$ cat src/rtl/piano_key_arbiter.sv
// Eight-key piano voice: synchronize and debounce the keys, pick one by last-press
// priority, and play its square wave with half-periods that never change mid-phase.
module piano_key_arbiter #(
  parameter int DEB_CYCLES = 500000,
  parameter int DIV_SHIFT  = 0        // scales the note table down; 0 gives real pitches
) (
  input  logic       clk,
  input  logic       reset,
  input  logic [7:0] keys,
  input  logic       enable,
  output logic       tone,
  output logic       active,
  output logic [2:0] note_idx
);
  localparam int CW = $clog2(DEB_CYCLES + 1);

  typedef enum logic [1:0] {IDLE, PLAY, DRAIN} state_t;

  function automatic logic [2:0] top_bit(input logic [7:0] v);
    logic [2:0] r;
    r = 3'd0;
    for (int i = 0; i < 8; i++) begin
      if (v[i]) r = 3'(i);
    end
    return r;
  endfunction

  function automatic logic [16:0] half_of(input logic [2:0] idx);
    logic [16:0] h;
    case (idx)
      3'd0:    h = 17'd95554;
      3'd1:    h = 17'd85132;
      3'd2:    h = 17'd75842;
      3'd3:    h = 17'd71586;
      3'd4:    h = 17'd63775;
      3'd5:    h = 17'd56818;
      3'd6:    h = 17'd50619;
      default: h = 17'd47778;
    endcase
    return h >> DIV_SHIFT;
  endfunction

  logic [7:0]    sync1_reg, sync2_reg, deb_reg, deb_next, flip, rises;
  logic [CW-1:0] deb_cnt_reg [8];

  // A key flips once it has disagreed with its debounced value for DEB_CYCLES cycles
  // and still disagrees on the following edge.
  generate
    for (genvar gi = 0; gi < 8; gi++) begin : g_deb
      assign flip[gi] = (sync2_reg[gi] != deb_reg[gi]) &&
                        (deb_cnt_reg[gi] == CW'(DEB_CYCLES));
      always_ff @(posedge clk) begin
        if (!reset)                           deb_cnt_reg[gi] <= '0;
        else if (sync2_reg[gi] == deb_reg[gi]) deb_cnt_reg[gi] <= '0;
        else if (flip[gi])                    deb_cnt_reg[gi] <= '0;
        else                                  deb_cnt_reg[gi] <= deb_cnt_reg[gi] + CW'(1);
      end
    end
  endgenerate

  assign deb_next = deb_reg ^ flip;
  assign rises    = flip & ~deb_reg;

  logic       sel_valid_reg, sel_valid_next;
  logic [2:0] sel_idx_reg, sel_idx_next;

  always_comb begin
    sel_valid_next = sel_valid_reg;
    sel_idx_next   = sel_idx_reg;
    if (|rises) begin
      sel_valid_next = 1'b1;
      sel_idx_next   = top_bit(rises);
    end else if (sel_valid_reg && !deb_next[sel_idx_reg]) begin
      sel_valid_next = |deb_next;
      sel_idx_next   = top_bit(deb_next);
    end
  end

  state_t      state_reg, state_next;
  logic [16:0] cnt_reg, cnt_next, div_reg, div_next;
  logic        tone_reg, tone_next, active_reg;
  logic [2:0]  note_reg, note_next;
  logic        want, terminal;

  assign want     = sel_valid_reg && enable;
  assign terminal = (cnt_reg == div_reg - 17'd1);

  always_comb begin
    state_next = state_reg;
    cnt_next   = cnt_reg;
    div_next   = div_reg;
    tone_next  = tone_reg;
    note_next  = note_reg;
    case (state_reg)
      IDLE: begin
        cnt_next  = '0;
        tone_next = 1'b0;
        if (want) begin
          state_next = PLAY;
          tone_next  = 1'b1;
          div_next   = half_of(sel_idx_reg);
          note_next  = sel_idx_reg;
        end
      end
      default: begin
        if (state_reg == DRAIN && !want) begin
          if (terminal) begin
            state_next = IDLE;
            tone_next  = 1'b0;
            cnt_next   = '0;
          end else begin
            cnt_next = cnt_reg + 17'd1;
          end
        end else begin
          // A different selection only takes over at a phase boundary.
          state_next = want ? PLAY : DRAIN;
          if (terminal) begin
            tone_next = ~tone_reg;
            cnt_next  = '0;
            if (want && sel_idx_reg != note_reg) begin
              div_next  = half_of(sel_idx_reg);
              note_next = sel_idx_reg;
            end
          end else begin
            cnt_next = cnt_reg + 17'd1;
          end
        end
      end
    endcase
  end

  always_ff @(posedge clk) begin
    if (!reset) begin
      sync1_reg     <= '0;
      sync2_reg     <= '0;
      deb_reg       <= '0;
      sel_valid_reg <= 1'b0;
      sel_idx_reg   <= '0;
      state_reg     <= IDLE;
      cnt_reg       <= '0;
      div_reg       <= '0;
      tone_reg      <= 1'b0;
      note_reg      <= '0;
      active_reg    <= 1'b0;
    end else begin
      sync1_reg     <= keys;
      sync2_reg     <= sync1_reg;
      deb_reg       <= deb_next;
      sel_valid_reg <= sel_valid_next;
      sel_idx_reg   <= sel_idx_next;
      state_reg     <= state_next;
      cnt_reg       <= cnt_next;
      div_reg       <= div_next;
      tone_reg      <= tone_next;
      note_reg      <= note_next;
      active_reg    <= (state_next != IDLE);
    end
  end

  assign tone     = tone_reg;
  assign active   = active_reg;
  assign note_idx = note_reg;
endmodule
$ cat config.mk
export PLATFORM = sky130hd
export DESIGN_NAME = piano_key_arbiter
export DESIGN_NICKNAME = d
export VERILOG_FILES = /design/src/rtl/piano_key_arbiter.sv
export SDC_FILE = /design/constraint.sdc
export NUM_CORES = 1
export LEC_CHECK = 0
export CORE_MARGIN = 1.5
export CORE_UTILIZATION = 35
export DETAILED_ROUTE_END_ITERATION = 10
export HOLD_SLACK_MARGIN = 0.08
export PLACE_DENSITY = 0.59
export RECOVER_POWER = 50
export SLEW_MARGIN = 20
export SYNTH_ARGS = -nofsm -noshare
export SYNTH_HDL_FRONTEND = slang
export SYNTH_SLANG_ARGS = --single-unit
$ cat constraint.sdc
create_clock -name clk -period 7.45 [get_ports clk]
set_input_delay 1.49 -clock clk [delete_from_list [all_inputs] [get_ports clk]]
set_output_delay 1.49 -clock clk [all_outputs]
set_load 0.05 [all_outputs]
==> reports/results.tsv <==
stage	metric	value	unit
outcome	outcome	finished clean	
worst_setup_path	crit_end	deb_cnt_reg[1][50]$_SDFFCE_PN0P_	
clock_network	cts_hold_buf	0	
grt	overflow	0	
job	drv_cap	0	
timing	fin_skew	0.0225	ns
clock_network	clkTransAtPathRegs	0.06	ns
power_and_ir_drop	p_sw	0.582	mW
grt	grt_pass1_vias	8208	
timing	max-slew-margin-rel	0.135	%
clock_network	cts-resized-gates	0	
power_and_ir_drop	powerDensity	194	nW/um^2
worst_setup_path	cp-start-kind	primary input	
power_and_ir_drop	p_seq_share	52.1	%
timing	period_share	60.3	%
floorplan	io_pins	16	
final_layout	fill_cells	3305	
timing	hold_viol	0	
clock_network	htree_levels	1	
timing	tightest_slew	1.50	ns
worst_setup_path	crit_type	in -> reg	
logic_synthesis	synthCells	1207	
clock_network	post-cts-setup-buffer-count	0	
grt	grt_max_degree	39	
logic_synthesis	yosysUniqueCellTypes	69	
final_layout	regArea	5950	um^2
clock_network	cts.path.max_buffers	3	
timing	setup_viol	0	
power_and_ir_drop	leakage	5.01	nW
hold_path	min_path_type	reg -> reg	
route	drt_iter0_drc	469	
timing	final_max_slew_viol_count	0	
final_layout	layout_common_cells	nor2_1, edfxtp_1, conb_1, xor2_1, nand3_1	
grt	antenna_found_initial	2	
route	drc_errors	0	
worst_setup_path	worst_setup_path_end_kind	flop	
floorplan	coreArea	33400	um^2
placement	place_inst	1793	
floorplan	num_rows	67	
timing	rsz0062_at_grt	no	
final_layout	drive_above_1_share	4.74	%
clock_network	clkSinkCount	221	
logic_synthesis	yosys-top-cells-area	edfxtp_1, dfxtp_1, xor2_1	
grt	grt_pass1_wl	39300	um
worst_setup_path	r2r-end	div_reg[13]$_SDFFE_PN0P_	
timing	clock.fmax	0.223	GHz
logic_synthesis	synth_area	11800	um^2
timing	setup_tns	0	ns
worst_setup_path	cp_data_required_time	7.80	ns
clock_network	cts-buffers-inserted	26	
worst_setup_path	worst_r2r_path_depth	10	
final_layout	syn2layout_area_growth	16.6	%
floorplan	start_util	35.4	%
clock_network	cts_tree	done	
clock_network	clock-root-buffer	clkbuf_16	
floorplan	die_w	187	um
logic_synthesis	ys_warn_count	0	
final_layout	nets	1402	
logic_synthesis	yosys.area.top_type	edfxtp_1	
final_layout	multi_input_area	6150	um^2
logic_synthesis	synthFlopType	edfxtp_1	
placement	port_buffers	15	
power_and_ir_drop	ir_drop	0.145	mV
logic_synthesis	seq_area_frac_synth	50.2	%
grt	met3_usage	2.38	%
power_and_ir_drop	p_sw_share	21.8	%
route	viasPerCell	4.67	
power_and_ir_drop	p_clk_share	44.7	%
placement	place_congestion	0.790	
route	postRouteAntennaNets	0	
power_and_ir_drop	pwr-share-comb	3.2	%
logic_synthesis	netlist.area_leader.share	38.5	%
logic_synthesis	synth_edf_count	152	
clock_network	clk_latency	0.53	ns
placement	dpl.hpwl	16300	um
power_and_ir_drop	p_int	2.09	mW
route	vias	8600	
timing	fin_crit	4.49	ns
worst_setup_path	arrival	4.84	ns
grt	grtUsageMet1	18.3	%
logic_synthesis	syn_avg_cell_area	9.81	um^2
grt	track_usage	13.2	%
logic_synthesis	ys_seq_elements	221	
route	routed_wl	22700	um
final_layout	finalNonFillerCells	1843	
floorplan	die_h	187	um
worst_setup_path	crit_path_max_fanout	38	
grt	busiest_layer	met2	
grt	use_met2	21.4	%
final_layout	final_common_cell	nor2_1	
logic_synthesis	async_flop_share	0	%
route	drt_first_pass_iters	5	
worst_setup_path	reg2reg_from	div_reg[0]$_SDFFE_PN0P_	
floorplan	die_area	35000	um^2
final_layout	largest_reg_flops	152	
worst_setup_path	crit_path_start	reset	
route	wl_per_cell	12.3	um
worst_setup_path	reg2reg_slack	3.89	ns
==> worst min path at each step <==
stage                            startpoint                      end  slack (ns)  cells after the start
detailed placement  sync1_reg[1]$_SDFF_PN0_  sync2_reg[1]$_SDFF_PN0_        0.42                      1
floorplan           sync1_reg[0]$_SDFF_PN0_  sync2_reg[0]$_SDFF_PN0_        0.41                      1
CTS                 sync1_reg[1]$_SDFF_PN0_  sync2_reg[1]$_SDFF_PN0_        0.43                      1
finish              sync1_reg[0]$_SDFF_PN0_  sync2_reg[0]$_SDFF_PN0_        0.43                      1
global placement    sync1_reg[6]$_SDFF_PN0_  sync2_reg[6]$_SDFF_PN0_        0.41                      1
global route        sync1_reg[3]$_SDFF_PN0_  sync2_reg[3]$_SDFF_PN0_        0.45                      1
==> routing by layer <==
metal | part of all wire (%) | vias to the layer above | wire (um)
met5 | 0 | - | 0
met4 | 1.3 | 0 | 303
met3 | 4.2 | 23 | 959
met2 | 45 | 85 | 10200
met1 | 49 | 3991 | 11200
li1 | - | 4501 | -
==> power groups by stage <==
stage               clock network [mW]  logic (mW)  registers (mW)
finish                            1.19      0.0860            1.39
global route                      1.28       0.101            1.40
CTS                               1.23      0.0864            1.39
detailed placement                   0      0.0856            1.42
global placement                     0      0.0851            1.42
floorplan                            0      0.0684            1.41
==> per-stage QoR <==
| step | hold slack, ns | power [mW] | utilization, % | setup slack, ns | cell area [um^2] |
|---|---|---|---|---|---|
| 5_1_grt | 0.454 | 2.78 | 41.3 | 2.57 | 13800 |
| 6_report | 0.429 | 2.67 | 41.3 | 2.96 | 13800 |
| 2_1_floorplan | 0.412 | 1.47 | - | 4.57 | 12400 |
| 3_3_place_gp | 0.415 | 1.50 | 38.9 | 3.72 | 13000 |
| 3_5_place_dp | 0.418 | 1.50 | 38.9 | 3.73 | 13000 |
| 4_1_cts | 0.431 | 2.71 | 41.3 | 3.92 | 13800 |
==> Yosys cell counts (6+ instances only) <==
| master | instances |
|---|---|
| nand2b_1 | 6 |
| o21ai_0 | 34 |
| or3_1 | 28 |
| and3_1 | 39 |
| nor3_1 | 19 |
| nand4_1 | 24 |
| nor4b_1 | 10 |
| xor2_1 | 97 |
| a31oi_1 | 10 |
| ha_1 | 18 |
| xnor2_1 | 63 |
| mux2i_1 | 12 |
| nor2_1 | 202 |
| edfxtp_1 | 152 |
| nand2_1 | 79 |
| and2_1 | 23 |
| nor4_1 | 12 |
| nand3_1 | 90 |
| inv_1 | 47 |
| clkbuf_1 | 25 |
| a21oi_1 | 44 |
| nor4bb_1 | 10 |
| dfxtp_1 | 69 |
==> cell type report <==
class                           count  share of cell area (%)
Clock buffer                       34                    5.16
Antenna cell                        2                  0.0363
Multi-Input combinational cell   1057                    44.5
Tap cell                          448                    4.06
Clock inverter                     14                   0.634
Inverter                           47                    1.28
Timing Repair Buffer               20                    1.25
Sequential cell                   221                    43.1
==> worst max-delay path, cell delays in order <==
cell,delay [ns]
dlygate4sd3_1,0.52
clkbuf_1,1.07
inv_1,0.09
clkbuf_1,0.59
or3_1,0.84
a21oi_1,0.22
==> logic make-up after synthesis <==
family	after synthesis	share of synthesized area (%)
AND/OR/NAND/NOR	576	24.7
flip-flops	221	50.2
XOR/XNOR	160	11.8
AO/OA/AOI/OAI	139	7.61
buffers and inverters	80	2.70
adder cells (fa/ha/maj)	18	1.90
multiplexers	12	1.01
other	1	0.0317
(Power assumes the default switching activity.)
